$ cat config.mk
export PLATFORM = sky130hd
export DESIGN_NAME = axis_block_stream_unit
export DESIGN_NICKNAME = d
export VERILOG_FILES = /design/src/rtl/axis_stream_unit_pkg.sv /design/src/rtl/block_sum_core.sv /design/src/rtl/axis_block_stream_unit.sv
export SDC_FILE = /design/constraint.sdc
export NUM_CORES = 1
export LEC_CHECK = 0
export CAP_MARGIN = 20
export CORE_ASPECT_RATIO = 0.9
export CORE_MARGIN = 10
export CORE_UTILIZATION = 59
export CTS_CLUSTER_DIAMETER = 30
export DETAILED_ROUTE_END_ITERATION = 10
export PLACE_DENSITY = 0.88
export SYNTH_ARGS = -nofsm -noshare
export SYNTH_HDL_FRONTEND = slang
export SYNTH_SLANG_ARGS = --single-unit
$ cat constraint.sdc
create_clock -name clk -period 4.66 [get_ports clk]
set_input_delay 0.932 -clock clk [delete_from_list [all_inputs] [get_ports clk]]
set_output_delay 0.932 -clock clk [all_outputs]
set_load 0.01 [all_outputs]
$ cat src/rtl/axis_stream_unit_pkg.sv
// rtl/axis_stream_unit_pkg.sv - shared types and width helper for the block stream unit
package axis_stream_unit_pkg;

    typedef enum logic [1:0] {
        MODE_ACC = 2'd0,
        MODE_AVG = 2'd1,
        MODE_REP = 2'd2
    } stream_mode_t;

    typedef enum logic {
        ST_SUM  = 1'b0,
        ST_EMIT = 1'b1
    } sum_state_t;

    typedef enum logic {
        REP_EMPTY = 1'b0,
        REP_FULL  = 1'b1
    } rep_state_t;

    // Only the accumulate mode widens the result; average and repeat keep sample width.
    function automatic int out_width(input int mode, input int dw, input int log_n);
        return (mode == int'(MODE_ACC)) ? dw + log_n : dw;
    endfunction

endpackage

$ cat src/rtl/block_sum_core.sv
// rtl/block_sum_core.sv - SUM/EMIT block accumulator shared by the ACC and AVG modes
module block_sum_core
    import axis_stream_unit_pkg::*;
#(
    parameter int DATA_WIDTH        = 16,
    parameter int ELEMENT_COUNT_LOG = 8,
    parameter int IS_SIGNED         = 0,
    parameter int ACC_WIDTH         = 32
) (
    input  logic                  clk,
    input  logic                  rst,
    input  logic                  input_valid,
    output logic                  input_ready,
    input  logic [DATA_WIDTH-1:0] input_data,
    output logic                  output_valid,
    input  logic                  output_ready,
    output logic [ACC_WIDTH-1:0]  output_sum
);

    sum_state_t                   r_state;
    sum_state_t                   w_state_next;
    logic [ACC_WIDTH-1:0]         r_acc;
    logic [ACC_WIDTH-1:0]         r_sum;
    logic [ELEMENT_COUNT_LOG-1:0] r_count;
    logic [ACC_WIDTH-1:0]         w_sample_ext;
    logic [ACC_WIDTH-1:0]         w_acc_plus;
    logic                         w_in_xfer;
    logic                         w_last;

    assign w_sample_ext = {{(ACC_WIDTH-DATA_WIDTH){(IS_SIGNED != 0) && input_data[DATA_WIDTH-1]}},
                           input_data};
    assign w_acc_plus   = r_acc + w_sample_ext;
    assign w_last       = (r_count == '1);
    assign w_in_xfer    = input_valid && input_ready;
    assign output_sum   = r_sum;

    always_ff @(posedge clk or negedge rst) begin
        if (!rst) begin
            r_state <= ST_SUM;
        end else begin
            r_state <= w_state_next;
        end
    end

    always_comb begin
        w_state_next = r_state;
        input_ready  = 1'b0;
        output_valid = 1'b0;
        case (r_state)
            ST_SUM: begin
                input_ready = 1'b1;
                if (input_valid && w_last) begin
                    w_state_next = ST_EMIT;
                end
            end
            ST_EMIT: begin
                output_valid = 1'b1;
                if (output_ready) begin
                    w_state_next = ST_SUM;
                end
            end
            default: w_state_next = ST_SUM;
        endcase
    end

    // The final sample goes straight into the result so the accumulator restarts clean.
    always_ff @(posedge clk or negedge rst) begin
        if (!rst) begin
            r_acc   <= '0;
            r_sum   <= '0;
            r_count <= '0;
        end else if (w_in_xfer) begin
            if (w_last) begin
                r_sum   <= w_acc_plus;
                r_acc   <= '0;
                r_count <= '0;
            end else begin
                r_acc   <= w_acc_plus;
                r_count <= r_count + 1'b1;
            end
        end
    end

endmodule

$ cat src/rtl/axis_block_stream_unit.sv
// rtl/axis_block_stream_unit.sv - stream block accumulate / average / repeat element
module axis_block_stream_unit
    import axis_stream_unit_pkg::*;
#(
    parameter int MODE                  = 0,
    parameter int DATA_WIDTH            = 16,
    parameter int ELEMENT_COUNT_LOG     = 8,
    parameter int IS_SIGNED             = 0,
    parameter int NUMBER_OF_REPETITIONS = 7,
    localparam int OUT_WIDTH = out_width(MODE, DATA_WIDTH, ELEMENT_COUNT_LOG)
) (
    input  logic                  clk,
    input  logic                  rst,
    input  logic                  input_valid,
    output logic                  input_ready,
    input  logic [DATA_WIDTH-1:0] input_data,
    output logic                  output_valid,
    input  logic                  output_ready,
    output logic [OUT_WIDTH-1:0]  output_data
);

    if (MODE == int'(MODE_REP)) begin : g_rep
        localparam int REP_W = (NUMBER_OF_REPETITIONS > 1) ? $clog2(NUMBER_OF_REPETITIONS) : 1;
        localparam logic [REP_W-1:0] REP_LAST = REP_W'(NUMBER_OF_REPETITIONS - 1);

        rep_state_t            r_state;
        rep_state_t            w_state_next;
        logic [DATA_WIDTH-1:0] r_hold;
        logic [REP_W-1:0]      r_rep;
        logic                  w_last;
        logic                  w_in_xfer;
        logic                  w_out_xfer;

        assign w_last      = (r_rep == REP_LAST);
        assign w_in_xfer   = input_valid && input_ready;
        assign w_out_xfer  = output_valid && output_ready;
        assign output_data = r_hold;

        always_ff @(posedge clk or negedge rst) begin
            if (!rst) begin
                r_state <= REP_EMPTY;
            end else begin
                r_state <= w_state_next;
            end
        end

        // A new sample is taken only alongside the last copy, so the hold register
        // never changes while an earlier copy is still owed downstream.
        always_comb begin
            w_state_next = r_state;
            input_ready  = 1'b0;
            output_valid = 1'b0;
            case (r_state)
                REP_EMPTY: begin
                    input_ready = 1'b1;
                    if (input_valid) begin
                        w_state_next = REP_FULL;
                    end
                end
                REP_FULL: begin
                    output_valid = 1'b1;
                    input_ready  = w_last && output_ready;
                    if (w_last && output_ready && !input_valid) begin
                        w_state_next = REP_EMPTY;
                    end
                end
                default: w_state_next = REP_EMPTY;
            endcase
        end

        always_ff @(posedge clk or negedge rst) begin
            if (!rst) begin
                r_hold <= '0;
                r_rep  <= '0;
            end else if (w_in_xfer) begin
                r_hold <= input_data;
                r_rep  <= '0;
            end else if (w_out_xfer) begin
                r_rep  <= w_last ? '0 : r_rep + 1'b1;
            end
        end
    end else begin : g_sum
        localparam int ACC_WIDTH = OUT_WIDTH + ELEMENT_COUNT_LOG;

        logic [ACC_WIDTH-1:0] w_sum;
        logic                 w_unused_sum_bits;

        block_sum_core #(
            .DATA_WIDTH        (DATA_WIDTH),
            .ELEMENT_COUNT_LOG (ELEMENT_COUNT_LOG),
            .IS_SIGNED         (IS_SIGNED),
            .ACC_WIDTH         (ACC_WIDTH)
        ) u_core (
            .clk          (clk),
            .rst          (rst),
            .input_valid  (input_valid),
            .input_ready  (input_ready),
            .input_data   (input_data),
            .output_valid (output_valid),
            .output_ready (output_ready),
            .output_sum   (w_sum)
        );

        if (MODE == int'(MODE_AVG)) begin : g_avg
            // Taking the bits above the shift is floor division for both signednesses.
            assign output_data       = w_sum[ELEMENT_COUNT_LOG +: OUT_WIDTH];
            assign w_unused_sum_bits = ^w_sum[ELEMENT_COUNT_LOG-1:0];
        end else begin : g_acc
            assign output_data       = w_sum[OUT_WIDTH-1:0];
            assign w_unused_sum_bits = ^w_sum[ACC_WIDTH-1:OUT_WIDTH];
        end
    end

endmodule

### After elaboration in Yosys (flattened, before gate mapping)

Index checks and enable logic that the tools add are counted.

| word-level totals | value |
|---|---|
| bits in registers | 65 |
| input port bits | 20 |
| output and inout bits | 26 |
| word-level logic and storage cells | 18 |

| operators by class | value |
|---|---|
| add/sub/neg operators | 2 |
| eq/ne operators | 1 |
| mux-type cells | 7 |
| bitwise operators | 1 |
| reductions and logical operators | 3 |

Operator list:

| operator | count |
|---|---|
| 32-bit by 16-bit adder with 32-bit output | 1 |
| 32-bit two-way mux | 1 |
| 8-bit by 1-bit adder with 8-bit output, second input constant | 1 |
| 8-bit == test, second input constant | 1 |
| 8-bit two-way mux | 1 |
| 1-bit two-way mux | 4 |
| 1-bit logical AND | 2 |
| 1-bit one-hot mux with 2 select lines | 1 |
| 2-bit AND reduction | 1 |
| 1-bit NOT | 1 |

### Logic depth before layout (Yosys ltp)

Gate-level depths: netlist (run 1).

| depth | value |
|---|---|
| depth in word-level cells | 4 |
| depth in mapped cells | 9 |
| gate-level depth less buffers | 9 |

### Worst setup path after synthesis (run 1)

OpenSTA, ideal clock, no wires.

| path | value |
|---|---|
| kind | input -> register |
| start | in input_data[0] |
| end | reg g_sum.u_core.r_sum[12], in the netlist g_sum.u_core.output_sum[12] |
| setup time | 0.125 ns |
| arrival | 2.679 ns |
| data required time | 4.535 ns |
| setup slack | 1.856 ns |
| stages | 9 |
| buffers on the path | 0 |
| path through | ha_1 > fa_1 > a211oi_1 > nor2_1 > a21oi_2 > nand3b_1 > a21oi_1 > xnor2_1 > mux2_2 |

| on the way | value |
|---|---|
| cells in the longest elaborated chain, start to end | 1 |

Ends and longest elaborated chain:

| item | line | source |
|---|---|---|
| start: declaration | axis_block_stream_unit.sv:16 | `input logic [DATA_WIDTH-1:0] input_data,` |
| 32-bit by 16-bit adder with 32-bit output | block_sum_core.sv:32 | `assign w_acc_plus = r_acc + w_sample_ext;` |
| end signal: assignment | block_sum_core.sv:74 | `r_sum <= w_acc_plus;` |
| end: declaration | block_sum_core.sv:23 | `logic [ACC_WIDTH-1:0] r_sum;` |

Every way passes these cells.
A chain may end at the register's enable or synchronous reset.

### Worst setup path in the final report (run 1)

| path | value |
|---|---|
| start | in input_data[0] |
| end | reg g_sum.u_core.r_acc[10] |

| on the way | value |
|---|---|
| cells in the longest elaborated chain, start to end | 2 |

Ends and longest elaborated chain:

| item | line | source |
|---|---|---|
| 32-bit by 16-bit adder with 32-bit output | block_sum_core.sv:32 |  |
| 32-bit two-way mux | block_sum_core.sv:73 | `if (w_last) begin` |
| end signal: assignment | block_sum_core.sv:78 | `r_acc <= w_acc_plus;` |
| end: declaration | block_sum_core.sv:22 | `logic [ACC_WIDTH-1:0] r_acc;` |

Every way passes these cells.

==> results.cfg, run 1 <==
[setup_path]
worstPathMaxFanout = 3
critPathArrivalTime_ns = 3.37
critPathBufInv = 1
setup.worst_path.class = input port to flop
worstPathRequired_ns = 4.86
cpMaxStageDelayCell = fa_1
cp-end-kind = flop
start_kind = input port
max_stage_delay_ns = 0.44
crit_family = compound AO/OA/AOI/OAI gates
path_cells = clkdlybuf4s50_1 -> ha_1 -> fa_1 -> a211oi_1 -> o21bai_1 -> a21oi_1 -> o21a_1 -> o21ai_1 -> xnor2_1 -> o21ai_1
critPathMostFrequentCell = o21ai_1

[floorplan]
die_w_um = 97.14
die_height_um = 89.42
floorplan.initialDensity = 0.6048
dieArea_sq_um = 8686
io_pins = 46
core-area_sq_um = 5224
row_count = 25

[cts]
cts_hold_buf = 0
cts_buffers = 9
clkSlewWorstSetupHoldPaths_ns = 0.07
clock_path_buffers = 2
clk_latency_ns = 0.35
cts_root_buf = clkbuf_8
cts_tree = yes
cts_sinks = 57
htree_levels = 3
cts-resized-gates = 0
post_cts_buffers = 0

[cells_and_area]
most-common-layout-cells = nand2_1, dfrtp_1, clkdlybuf4s50_1
nets = 415
drive_gt1_frac = 0.09162
area_delta_synth_final_pct = 21.70
diodes = 0
layout_commonest_cell = nand2_1
post-route-util = 0.7360
fillers = 368

[route]
wl_met2_mm = 3.573
top_layer_used = met4
post_drt_wl_per_cell_um = 17.00
wl_met3_um = 481
first_pass_iters = 4
routed_wl_mm = 7.633
met1Wirelength_mm = 3.418
via_count = 2595
drtIter0Drc = 156
avgViaCountPerCell = 5.780
detail-route-antenna-nets = 0
route.detailed.drc = 0

[placement]
port_buffers = 45
place_ws_ns = 1.239
finalWeightedCongestion = 0.9427
hpwl_mm = 5.418

[timing]
hold_violations = 0
skew_ns = 0.006670
setup_tns_ns = 0
worst_slack_ns = 1.488
min_period_ns = 3.172
whs_ns = 0.4806
setup-violations-final = 0
finalCritPeriodShare = 0.6808
tightest_slew_ns = 0.8685
fmax_mhz = 315.2
final_max_slew_viol_count = 0
rsz0062_at_grt = no
relSlewSlack = 0.4196

[grt]
track_usage = 0.1841
grt_max_degree = 38
grt_pass1_wl_mm = 12.86
gr-total-overflow = 0
grt_antenna_before_repair = 0
grt_pass1_vias = 2673

[pwr]
vdd_drop_max_mv = 0.3037
total_power_mw = 2.012
power_density_nw_per_um2 = 523.3
comb_power_share = 0.409
p_int_mw = 1.236
seqPwrFrac = 0.342
cellLeakagePower_nw = 1.689
clockPowerShare = 0.249
p_switching_mw = 0.7766
switching_share = 0.3859

[synth]
syn_nets = 369
syn-mean-instance-area_sq_um = 9.545
synth_area_sq_um = 3159
synth.yosys.warnings = 0
seq_area_frac_synth = 0.4515
synth.distinct_cells = 49
ys_seq_elements = 57
syn_inst = 331

[flow_run]
cap_viol_max_count = 0

[status]
outcome = finished, final reports clean

[min_path]
min_path_type = flop to flop
## path summary, 6_finish.rpt
| check | from | endpoint | slack, ns | cells past startpoint |
|---|---|---|---|---|
| worst min register to register | g_sum.u_core.output_sum[4] | g_sum.u_core.output_sum[4] | 0.48 | 2 |
| worst max-delay path | input_data[0] | g_sum.u_core.r_acc[10] | 1.49 | 10 |
| worst max register to register | g_sum.u_core.r_acc[0] | g_sum.u_core.r_acc[10] | 2.10 | 9 |
| min in group asynchronous | rst | g_sum.u_core.output_sum[7] | 0.61 | 1 |
| max in group asynchronous | rst | g_sum.u_core.output_sum[19] | 3.24 | 2 |
| worst min-delay path | g_sum.u_core.output_sum[4] | g_sum.u_core.output_sum[4] | 0.48 | 2 |
## layer usage
metal	track usage	vias to the layer above
li1	-	1262
met1	0.2220	1248
met2	0.3016	72
met3	0.05023	13
met4	0.08969	0
met5	0	-
## power groups by stage
stage / Combinational (mW) / Sequential [mW] / Clock [mW]
floorplan: 0.636 / 0.668 / 0
global placement: 0.775 / 0.685 / 0
detailed placement: 0.802 / 0.690 / 0
CTS: 0.816 / 0.686 / 0.505
global route: 0.919 / 0.703 / 0.532
finish: 0.823 / 0.688 / 0.501
## through the flow
| step | instance area (sq um) | instances |
|---|---|---|
| floorplan | 3159 | 331 |
| global placement | 3636 | 433 |
| detailed placement | 3636 | 433 |
| CTS | 3845 | 449 |
| global route | 3845 | 449 |
| finish | 3845 | 449 |
## cell type report
cell class              count  area [sq um]  area share
inverters                   8         30.03    0.007810
clock inverters             7         85.08     0.02213
repair buffers             46         452.9      0.1178
multi-input cells         255          1643      0.4273
flip-flops and latches     57          1426      0.3710
clock buffers               9         123.9     0.03222
well taps                  67         83.83     0.02180
## synth_stat cells (all sizes together)
cell type	count	area [sq um]
a21boi	4	33.78
o211a	1	10.01
fa	1	20.02
inv	8	30.03
a22o	4	35.03
a21oi	24	127.6
a21o	6	47.55
nand4	9	56.30
a41oi	1	27.53
xnor2	17	148.9
nand2	58	217.7
a31oi	6	37.54
o21a	3	22.52
o21ai	50	254.0
nand3	5	35.03
a211oi	2	15.01
ha	17	212.7
and4	2	17.52
xor2	10	87.58
clkbuf	7	27.52
nor3	1	5.000
mux2	3	33.78
dfrtp	57	1426
or2	1	6.260
and3	4	26.28
or3	2	12.51
nor2	8	30.03
nand3b	1	7.510
o211ai	2	20.02
and2b	1	8.760
buf	4	32.53
nor2b	1	6.260
o22a	1	8.760
nand2b	3	18.77
o21bai	2	15.01
and2	3	20.02
a31o	2	17.52
## worst register-to-register path, cell delays in order (launching register included)
cell	delay [ns]
dfrtp_1	0.39
ha_1	0.21
fa_1	0.44
a211oi_1	0.32
o21bai_1	0.13
a21oi_1	0.26
o21a_1	0.24
o21ai_1	0.11
xnor2_1	0.21
o21ai_1	0.10
## logic make-up after synthesis
family	count (synthesis)	synth area share
xor+xnor	27	0.07485
compound gates	108	0.2127
buf+inv	19	0.02851
flops	57	0.4515
fa+ha+maj	18	0.07366
simple gates	99	0.1481
mux	3	0.01069
## state kept, by name, summed over array words and instances, names as in the netlist
name	flops
g_sum.u_core.output_sum	24
g_sum.u_core.r_acc	24
g_sum.u_core.r_count	8
g_sum.u_core.r_state	1
Note: power is estimated with default switching activity, not from simulation.
==> inputs of run 2 (changes only) <==
--- a/config.mk
+++ b/config.mk
@@ -8,10 +8,10 @@
 export CAP_MARGIN = 20
 export CORE_ASPECT_RATIO = 0.9
 export CORE_MARGIN = 10
-export CORE_UTILIZATION = 59
+export CORE_UTILIZATION = 49
 export CTS_CLUSTER_DIAMETER = 30
 export DETAILED_ROUTE_END_ITERATION = 10
-export PLACE_DENSITY = 0.88
+export PLACE_DENSITY = 0.78
 export SYNTH_ARGS = -nofsm -noshare
 export SYNTH_HDL_FRONTEND = slang
 export SYNTH_SLANG_ARGS = --single-unit
==> constraint.sdc (replaced) <==
create_clock -name clk -period 2.9 [get_ports clk]
set_input_delay 0.58 -clock clk [delete_from_list [all_inputs] [get_ports clk]]
set_output_delay 0.58 -clock clk [all_outputs]
set_load 0.01 [all_outputs]
==> results.cfg, run 2 (synthesized netlist as in run 1, its figures left out) <==
[status]
outcome = finished, final reports clean

[setup_path]
worstPathMaxFanout = 3
worst-r2r-setup-slack_ns = 0.46
worstPathRequired_ns = 3.12
start_kind = input port
critPathArrivalTime_ns = 2.95
cp-end-kind = flop
setup.worst_path.class = input port to flop
r2r.worst_path.cells = 9
reg2reg_from = g_sum.u_core.r_acc[0]
r2r_end = g_sum.u_core.output_sum[12]
critPathLaunch = input_data[0]

[flow_run]
cap_viol_max_count = 0

[grt]
grt_max_degree = 32
grt_antenna_before_repair = 0
grt_pass1_wl_mm = 12.76
gr-total-overflow = 0
grt_pass1_vias = 2579
track_usage = 0.1547

[route]
drtIter0Drc = 178
detail-route-antenna-nets = 0
first_pass_iters = 5
route.detailed.drc = 0
avgViaCountPerCell = 5.422
met1Wirelength_mm = 3.500
routed_wl_mm = 7.430
wl_met3_um = 486
post_drt_wl_per_cell_um = 15.38
via_count = 2619
wl_met2_mm = 3.322
top_layer_used = met4

[pwr]
cellLeakagePower_nw = 1.754
power_density_nw_per_um2 = 820.5
vdd_drop_max_mv = 0.4302
total_power_mw = 3.271

[cts]
post_cts_buffers = 0
clock_path_buffers = 2
htree_levels = 3
cts_root_buf = clkbuf_8
cts_tree = yes
cts_buffers = 9
clkSlewWorstSetupHoldPaths_ns = 0.07
clk_latency_ns = 0.34
cts_hold_buf = 0
cts-resized-gates = 0
cts_sinks = 57

[cells_and_area]
layout_commonest_cell = nand2_1
area_delta_synth_final_pct = 26.18
most-common-layout-cells = nand2_1, dfrtp_1, clkdlybuf4s50_1
drive_gt1_frac = 0.1237
diodes = 0
fillers = 514
nets = 430

[floorplan]
core-area_sq_um = 6182
dieArea_sq_um = 10060
die_height_um = 96.18
row_count = 27
die_w_um = 104.6
io_pins = 46
floorplan.initialDensity = 0.5110

[placement]
finalWeightedCongestion = 0.8675
hpwl_mm = 5.522
port_buffers = 45
place_ws_ns = -0.1891

[timing]
hold_violations = 0
tightest_slew_ns = 0.6282
final_max_slew_viol_count = 0
rsz0062_at_grt = no
finalCritPeriodShare = 0.9404
setup-violations-final = 0
min_period_ns = 2.727
skew_ns = 0.009120
worst_slack_ns = 0.1728
relSlewSlack = 0.5812
fmax_mhz = 366.7

[min_path]
min_path_type = input port to async pin
run 2: worst max path at each step:
| stage | endpoint | slack (ns) | depth (start not counted) |
|---|---|---|---|
| finish | g_sum.u_core.output_sum[12] | 0.17 | 10 |
| global placement | g_sum.u_core.output_sum[12] | -0.06 | 10 |
| detailed placement | g_sum.u_core.output_sum[12] | -0.19 | 10 |
| CTS | g_sum.u_core.output_sum[12] | 0.11 | 10 |
| floorplan | g_sum.u_core.output_sum[12] | 0.45 | 9 |
| global route | g_sum.u_core.output_sum[12] | 0.02 | 10 |
run 2: power by group:
group | switching [mW] | internal (mW) | leakage [nW]
clock network | 0.311 | 0.436 | 0.102
registers | 0.141 | 0.959 | 0.755
logic | 0.776 | 0.648 | 0.897
run 2: final cells by class:
class                   instances  area [sq um]  share of cell area
repair buffers                 61         578.1              0.1450
flip-flops and latches         57          1426              0.3578
clock buffers                  12         155.1             0.03892
inverters                       8         30.03            0.007533
clock inverters                 3         40.04             0.01004
well taps                      87         108.9             0.02731
multi-input cells             255          1648              0.4134
run 2: through the flow:
| step | hold slack [ns] | util | setup TNS, ns | instances | area (sq um) |
|---|---|---|---|---|---|
| global placement | 0.4539 | 0.6124 | -0.2917 | 468 | 3786 |
| finish | 0.2502 | 0.6448 | 0 | 483 | 3986 |
| detailed placement | 0.4686 | 0.6124 | -0.9863 | 468 | 3786 |
| global route | 0.2952 | 0.6448 | 0 | 483 | 3986 |
| CTS | 0.2772 | 0.6440 | 0 | 483 | 3981 |
| floorplan | 0.2844 | - | 0 | 331 | 3159 |
run 2: per-layer routing:
layer  track usage  up-vias
li1              -     1290
met1        0.2004     1238
met2        0.2400       79
met3       0.04743       12
met4       0.05936        0
met5             0        -
run 2: worst max-delay path, cell delays in order:
cell	delay, ns
clkdlybuf4s50_1	0.41
ha_1	0.23
fa_1	0.44
a211oi_2	0.29
nor2_1	0.09
a21oi_2	0.18
nand3b_1	0.12
a21oi_1	0.22
xnor2_1	0.12
mux2_2	0.27
==> inputs of run 3 (changes only) <==
--- a/config.mk
+++ b/config.mk
@@ -8,10 +8,11 @@
 export CAP_MARGIN = 20
 export CORE_ASPECT_RATIO = 0.9
 export CORE_MARGIN = 10
-export CORE_UTILIZATION = 49
+export CORE_UTILIZATION = 52
 export CTS_CLUSTER_DIAMETER = 30
 export DETAILED_ROUTE_END_ITERATION = 10
-export PLACE_DENSITY = 0.78
+export PLACE_DENSITY = 0.8
 export SYNTH_ARGS = -nofsm -noshare
 export SYNTH_HDL_FRONTEND = slang
+export SYNTH_HIERARCHICAL = 1
 export SYNTH_SLANG_ARGS = --single-unit
==> results.cfg, run 3 <==
[flow_run]
cap_viol_max_count = 0

[floorplan]
row_count = 27
core-area_sq_um = 6047
die_height_um = 94.43
io_pins = 46
floorplan.initialDensity = 0.5293
die_w_um = 102.7
dieArea_sq_um = 9697

[setup_path]
max_stage_delay_ns = 0.42
path_cells = clkdlybuf4s50_1 -> ha_1 -> fa_1 -> a21o_1 -> a2bb2oi_1 -> a41oi_2 -> a31oi_1 -> buf_4 -> nand2_1 -> a31oi_1
critPathArrivalTime_ns = 2.97
worstPathMaxFanout = 4
start_kind = input port
worstPathRequired_ns = 3.15
cp-end-kind = flop
setup.worst_path.class = input port to flop
critPathMostFrequentCell = a31oi_1
cpMaxStageDelayCell = clkdlybuf4s50_1

[route]
via_count = 2775
avgViaCountPerCell = 5.805
detail-route-antenna-nets = 0
first_pass_iters = 4
drtIter0Drc = 97
post_drt_wl_per_cell_um = 16.52
route.detailed.drc = 0
routed_wl_mm = 7.898

[pwr]
power_density_nw_per_um2 = 842.8
cellLeakagePower_nw = 1.849
vdd_drop_max_mv = 0.5101
total_power_mw = 3.375

[placement]
port_buffers = 45
finalWeightedCongestion = 0.9065
place_ws_ns = -0.1386
hpwl_mm = 5.898

[timing]
setup_tns_ns = 0
min_period_ns = 2.717
finalCritPeriodShare = 0.9371
final_max_slew_viol_count = 0
tightest_slew_ns = 0.5094
setup-violations-final = 0
rsz0062_at_grt = no
hold_violations = 0
relSlewSlack = 0.6604
skew_ns = 0.005604
worst_slack_ns = 0.1825
fmax_mhz = 368.0

[cts]
cts_sinks = 57
cts_hold_buf = 0
clk_latency_ns = 0.34
cts-resized-gates = 0
cts_buffers = 9
cts_tree = yes
clock_path_buffers = 2
post_cts_buffers = 0
cts_root_buf = clkbuf_8
htree_levels = 3
clkSlewWorstSetupHoldPaths_ns = 0.07

[status]
outcome = finished, final reports clean

[grt]
grt_max_degree = 26
grt_pass1_vias = 2754
gr-total-overflow = 0
track_usage = 0.1699
grt_antenna_before_repair = 0
grt_pass1_wl_mm = 13.00

[cells_and_area]
layout_commonest_cell = nand2_1
post-route-util = 0.6621
nets = 439
area_delta_synth_final_pct = 25.10
diodes = 0
most-common-layout-cells = nand2_1, dfrtp_1, clkdlybuf4s50_1
drive_gt1_frac = 0.1256

[synth]
syn-mean-instance-area_sq_um = 9.304
syn_inst = 344
synth.yosys.warnings = 6
synth_area_sq_um = 3201
syn_nets = 382

[min_path]
min_path_type = input port to async pin
run 3: report_power, final:
group          total (mW)  internal [mW]  switching, mW
clock               0.742          0.414          0.328
combinational        1.52          0.690          0.830
sequential           1.11          0.962          0.151
total                3.37           2.07           1.31
run 3: area by class of cell:
cell class	count	area, sq um
Tap cell	72	90.09
Multi-Input combinational cell	262	1674
Inverter	6	22.52
Timing Repair Buffer	65	595.6
Clock inverter	6	57.56
Sequential cell	57	1426
Clock buffer	10	137.6
Fill cell	485	2043
run 3: worst paths after layout:
path / from / endpoint / slack [ns] / depth (start not counted)
setup / recovery: input_data[0] / g_sum.u_core/r_acc[18] / 0.18 / 10
hold / removal: rst / g_sum.u_core/output_sum[21] / 0.21 / 1
setup reg to reg: g_sum.u_core/r_acc[0] / g_sum.u_core/r_acc[18] / 0.49 / 9
hold reg to reg: g_sum.u_core/output_sum[17] / g_sum.u_core/output_sum[17] / 0.47 / 2
max in group asynchronous: rst / g_sum.u_core/r_acc[12] / 2.02 / 2
min in group clk: g_sum.u_core/output_sum[17] / g_sum.u_core/output_sum[17] / 0.47 / 2
run 3: per-stage QoR:
step           hold slack, ns  area [sq um]  cells
5_1_grt                0.2380          4004    478
3_3_place_gp           0.4600          3809    462
6_report               0.2115          4004    478
3_5_place_dp           0.4620          3809    462
4_1_cts                0.2141          4004    478
2_1_floorplan          0.2844          3201    344
run 3: critical path, delay by kind of cell:
kind / cells / cell delay (ns)
AO/OA/AOI/OAI: 5 / 1.17
adder cells (fa/ha/maj): 2 / 0.62
buffers and inverters: 2 / 0.57
AND/OR/NAND/NOR: 1 / 0.05
run 3: routing by layer:
layer  vias to the layer above  wire (um)  track usage
met5                         -          0            0
met4                         0        276      0.08920
met3                        29        510      0.04891
met2                       106       3794       0.2777
met1                      1322       3317       0.1985
li1                       1318          -            -
==> RTL change 1, RTL diff (settings of run 3) <==
Make the reset (`rst`) synchronous in 4 clocked blocks.
--- a/src/rtl/block_sum_core.sv
+++ b/src/rtl/block_sum_core.sv
@@ -35,5 +35,5 @@
     assign output_sum   = r_sum;
 
-    always_ff @(posedge clk or negedge rst) begin
+    always_ff @(posedge clk) begin
         if (!rst) begin
             r_state <= ST_SUM;
@@ -65,5 +65,5 @@
 
     // The final sample goes straight into the result so the accumulator restarts clean.
-    always_ff @(posedge clk or negedge rst) begin
+    always_ff @(posedge clk) begin
         if (!rst) begin
             r_acc   <= '0;
--- a/src/rtl/axis_block_stream_unit.sv
+++ b/src/rtl/axis_block_stream_unit.sv
@@ -37,5 +37,5 @@
         assign output_data = r_hold;
 
-        always_ff @(posedge clk or negedge rst) begin
+        always_ff @(posedge clk) begin
             if (!rst) begin
                 r_state <= REP_EMPTY;
@@ -69,5 +69,5 @@
         end
 
-        always_ff @(posedge clk or negedge rst) begin
+        always_ff @(posedge clk) begin
             if (!rst) begin
                 r_hold <= '0;
Behaviour: no difference found for any inputs over 10 cycles, from zero or initial values and one cycle with rst low; that may be too few to reach the edited logic, so the function may still have changed.
==> RTL change 1 against run 3 <==
Wire length is 25% higher; setup slack worse by 100 ps; die area is 3.1% higher; synthesized area is 3.9% higher; utilization is 4.0 points higher; sequential cell count stayed put; final area is 8.4% higher.
Power is not compared: it rests on default switching activity, and its combinational part moved more than twofold at a synthesized area within 25%.
==> RTL change 1: results (changes against run 3) <==
| Metric | Value |
|---|---|
| CTS buffer count | 9 (unchanged) |
| Clock buffer depth | 2 (unchanged) |
| M1 WL | 4.66 mm (was 3.32 mm) |
| R2r startpoint | g_sum.u_core/r_acc[0] (unchanged) |
| Layout Nets | 523 (was 439) |
| Clk_skew | 9.64 ps (was 5.60 ps) |
| Min-delay src | g_sum.u_core/output_sum[5] |
| Avg WL per Cell | 17.1 µm (was 16.5 µm) |
| Largest net degree at the start of global routing | 31 (was 26) |
| Postcts setup bufs | 0 (unchanged) |
| Met2 WL | 4.40 mm (was 3.79 mm) |
| Seq pwr share | 0.372 |
| GRT Overall Usage | 0.199 (was 0.170) |
| Clk power | 0.750 mW |
| R2R cell count | 9 (unchanged) |
| Met2 Track Usage GR | 0.311 (was 0.278) |
| Layout cells sized above 1 | 0.171 (was 0.126) |
| Vias in the first global route | 3295 (was 2754) |
| TritonRoute pass-1 iters | 5 (was 4) |
| First-pass GRT wire length | 16.4 mm (was 13.0 mm) |
| Via count | 3461 (was 2775) |
| Run status | finished clean (unchanged) |
| Vias/cell | 6.00 (was 5.81) |
| Worst-path clk slew | 70 ps (about the same) |
| Met3 GRT Util | 0.0494 (was 0.0489) |
| Slew @ Worst Pin | 597 ps (was 509 ps) |
| DR top layer | met4 (unchanged) |
| Initial DRC count | 276 (was 97) |
| Post-synth net total | 447 (was 382) |
| Met1 GRT Util | 0.268 (was 0.198) |
| Synthesized area per cell | 8.13 µm² (was 9.30 µm²) |
| Initial antenna violation count | 0 (unchanged) |
| Hold Crit Class | reg2reg (was in2async) |
| Critical-path maximum fanout | 3 (was 4) |
| Reg2Reg Setup Slack | 450 ps (was 490 ps) |
| Net Sw Frac | 0.315 |
| Dpl cells | 561 (was 462) |
| GPL Wtd Cong | 0.918 (was 0.907) |
| CTS Root Cell | clkbuf_8 (unchanged) |
| Met3 WL | 717 µm (was 510 µm) |
| Worst EP arrival | 3050 ps (was 2970 ps) |
| Half-perimeter wire length after placement | 7.44 mm (was 5.90 mm) |
| Reg2Reg Capture Point | g_sum.u_core/output_sum[14] (was g_sum.u_core/r_acc[18]) |
| Yosys warning total | 6 (unchanged) |
| Leak | 1.68 nW |
| Max rail drop VDD | 0.325 mV |
[RTL change 1: changes by cell type in the layout (fill, tap and decap cells not counted), sizes merged, moves of 6 or more]
cell / before / now
dfrtp: 57 / 0
dfxtp: 0 / 57
buf: 21 / 53
nand2: 73 / 47
a21oi: 18 / 36
a22o: 15 / 2
a22oi: 0 / 12
nor2: 17 / 29
a211oi: 1 / 10
or3: 1 / 8
nand4: 5 / 11
xnor2: 17 / 11
[RTL change 1: final cells by class]
| class | instances | area (µm²) |
|---|---|---|
| inverter | 6 | 22.5 |
| sequential | 57 | 1140 |
| clock buffer | 11 | 141 |
| clock inverter | 5 | 55.1 |
| fill | 512 | 1840 |
| tap | 87 | 109 |
| timing repair buffer | 98 | 848 |
| multi-input combinational | 313 | 2020 |
[RTL change 1: critical path: stages]
cell and delay (ps):
clkdlybuf4s50_1 430, ha_1 240, fa_1 400, a21o_2 260, a311o_1 370, nand2_1 100
nand2_1 70, xnor2_1 340, buf_4 180, o21ai_0 70
[RTL change 1: stage by stage]
stage	instance area, µm²	power (mW)	hold WS [ps]	setup WS [ps]
after floorplan	3330	1.24	429	209
after global placement	4130	1.50	440	-174
after detailed placement	4130	1.51	450	-275
after CTS	4330	2.26	456	46.3
after global routing	4340	2.36	479	6.69
final	4340	2.26	452	79.6
[RTL change 1: how the worst max path moves through the flow]
stage	endpoint	from	slack, ps
4_1_cts	g_sum.u_core/output_sum[10]	input_data[0]	50
5_1_grt	g_sum.u_core/output_sum[14]	input_data[0]	7
3_5_place_dp	g_sum.u_core/output_sum[10]	input_data[0]	-280
3_3_place_gp	g_sum.u_core/output_sum[14]	input_data[0]	-170
6_report	g_sum.u_core/output_sum[14]	input_data[0]	80
2_1_floorplan	g_sum.u_core/output_sum[10]	input_data[0]	210
==> RTL change 2, RTL diff (settings of run 3) <==
Without the edit above. The parameter `MODE` goes from 0 to 1.
--- a/src/rtl/axis_block_stream_unit.sv
+++ b/src/rtl/axis_block_stream_unit.sv
@@ -3,5 +3,5 @@
     import axis_stream_unit_pkg::*;
 #(
-    parameter int MODE                  = 0,
+    parameter int MODE                  = 1,
     parameter int DATA_WIDTH            = 16,
     parameter int ELEMENT_COUNT_LOG     = 8,
Ports: changed (resized output_data); port bits go from 46 to 38. The function was not compared with the original's and may differ.
==> RTL change 2 against run 3 <==
Power down 2.1%; synthesized cell count up 5.5%; first-iteration DRC count up 98%; global-route usage up 0.45 points; synthesized area up 1.7%; final area down 3.0%; wire length up 1.7%; clock power down 32%; sequential cell count down 8; setup slack better by 26 ps; maximum frequency up 0.97%; via count up 3.6%; largest power group unchanged; highest routed layer unchanged.
==> RTL change 2: results (changes against run 3) <==
| Metric | Value |
|---|---|
| First-pass GRT wire length | 13.8 mm (was 13.0 mm) |
| GPL Wtd Cong | 0.926 (was 0.907) |
| Yosys warning total | 6 (unchanged) |
| CP peak stage delay | 410 ps |
| Initial DRC count | 192 (was 97) |
| Leak | 1.70 nW (was 1.85 nW) |
| Post_cts resized | 0 (unchanged) |
| Max rail drop VDD | 0.495 mV (was 0.510 mV) |
| Hold Crit Class | in2async (unchanged) |
| Net Sw Frac | 0.427 (was 0.388) |
| H-tree depth | 2 (was 3) |
| Layout Nets | 448 (was 439) |
| Ant diodes | 0 (unchanged) |
| Clk_skew | 5.78 ps (was 5.60 ps) |
| Largest delay share family, worst path | compound AO/OA/AOI/OAI gates (unchanged) |
| Biggest register | g_sum.u_core/r_acc |
| IO Port Bufs | 37 (was 45) |
| Vias in the first global route | 2869 (was 2754) |
| Post-synth net total | 401 (was 382) |
| Initial antenna violation count | 0 (unchanged) |
| CTS buffer count | 5 (was 9) |
| Vias/cell | 5.77 (was 5.81) |
| TritonRoute pass-1 iters | 4 (unchanged) |
| Worst-path clk slew | 100 ps (was 70 ps) |
| CTS Root Cell | clkbuf_8 (unchanged) |
| Postcts setup bufs | 0 (unchanged) |
| Clock latency on the worst-skew pair | 310 ps (was 340 ps) |
| Layout cells sized above 1 | 0.129 (was 0.126) |
| Worst EP arrival | 2900 ps (was 2970 ps) |
| Worst slew margin | 0.593 (was 0.660) |
| Fill cell count | 529 (was 485) |
| Run status | finished clean (unchanged) |
| Largest register FFs | 24 |
| Largest net degree at the start of global routing | 50 (was 26) |
| Clock buffer depth | 2 (unchanged) |
| Half-perimeter wire length after placement | 6.10 mm (was 5.90 mm) |
| Critical path's slowest cell | clkdlybuf4s50_1 (unchanged) |
| GRT Overall Usage | 0.174 (was 0.170) |
| Avg WL per Cell | 16.1 µm (was 16.5 µm) |
| Critical-path maximum fanout | 4 (unchanged) |
[RTL change 2: power by group through the flow]
| stage | Clock (mW) | Sequential, mW | Combinational (mW) |
|---|---|---|---|
| 6_report | 0.508 | 1.04 | 1.75 |
| 5_1_grt | 0.550 | 1.06 | 1.96 |
| 4_1_cts | 0.516 | 1.04 | 1.74 |
| 3_5_place_dp | 0 | 1.05 | 1.73 |
| 3_3_place_gp | 0 | 1.03 | 1.68 |
| 2_1_floorplan | 0 | 0.972 | 1.35 |
[RTL change 2: worst register-to-register path, stage by stage (launching register included)]
cell and delay [ps]:
dfrtp_1 400, ha_1 210, fa_1 400, a21o_1 220
a221oi_2 220, buf_4 170, o21ba_2 170, o21ai_1 80
xnor2_1 150, o31ai_1 270
[RTL change 2: metrics by stage]
stage	TNS, ps	hold WS, ps	cells	setup slack [ps]	cell area (µm²)
after CTS	0	388	498	243	3880
after detailed placement	-303	457	490	-82.5	3770
after floorplan	0	284	363	440	3260
after global routing	0	417	498	58.6	3880
final	0	360	498	209	3880
after global placement	-20.6	455	490	-20.6	3770
[RTL change 2: worst paths after layout]
check,start,endpoint,slack (ps),depth (start not counted)
min,rst,g_sum.u_core/r_acc[11],360,2
max reg2reg,g_sum.u_core/r_acc[0],g_sum.u_core/r_acc[14],510,9
max,input_data[0],g_sum.u_core/r_acc[14],210,10
max in group asynchronous,rst,g_sum.u_core/r_acc[2],2130,2
min in group clk,g_sum.u_core/r_count[6],g_sum.u_core/r_count[6],480,1
min reg2reg,g_sum.u_core/r_count[6],g_sum.u_core/r_count[6],480,1
[RTL change 2: layer usage]
metal | global-route usage | part of all wire | wire (µm)
met1 | 0.233 | 0.47 | 3810
met4 | 0.0451 | 0.010 | 80
met3 | 0.0419 | 0.063 | 504
met2 | 0.277 | 0.45 | 3640
met5 | 0 | 0 | 0
[RTL change 2: layout make-up]
class                   count  area [µm²]  area share
multi-input cells         286        1860       0.479
flip-flops and latches     49        1230       0.316
repair buffers             61         546       0.140
well taps                  87         109      0.0280
clock buffers               5        68.8      0.0177
clock inverters             3        46.3      0.0119
inverters                   7        26.3     0.00677
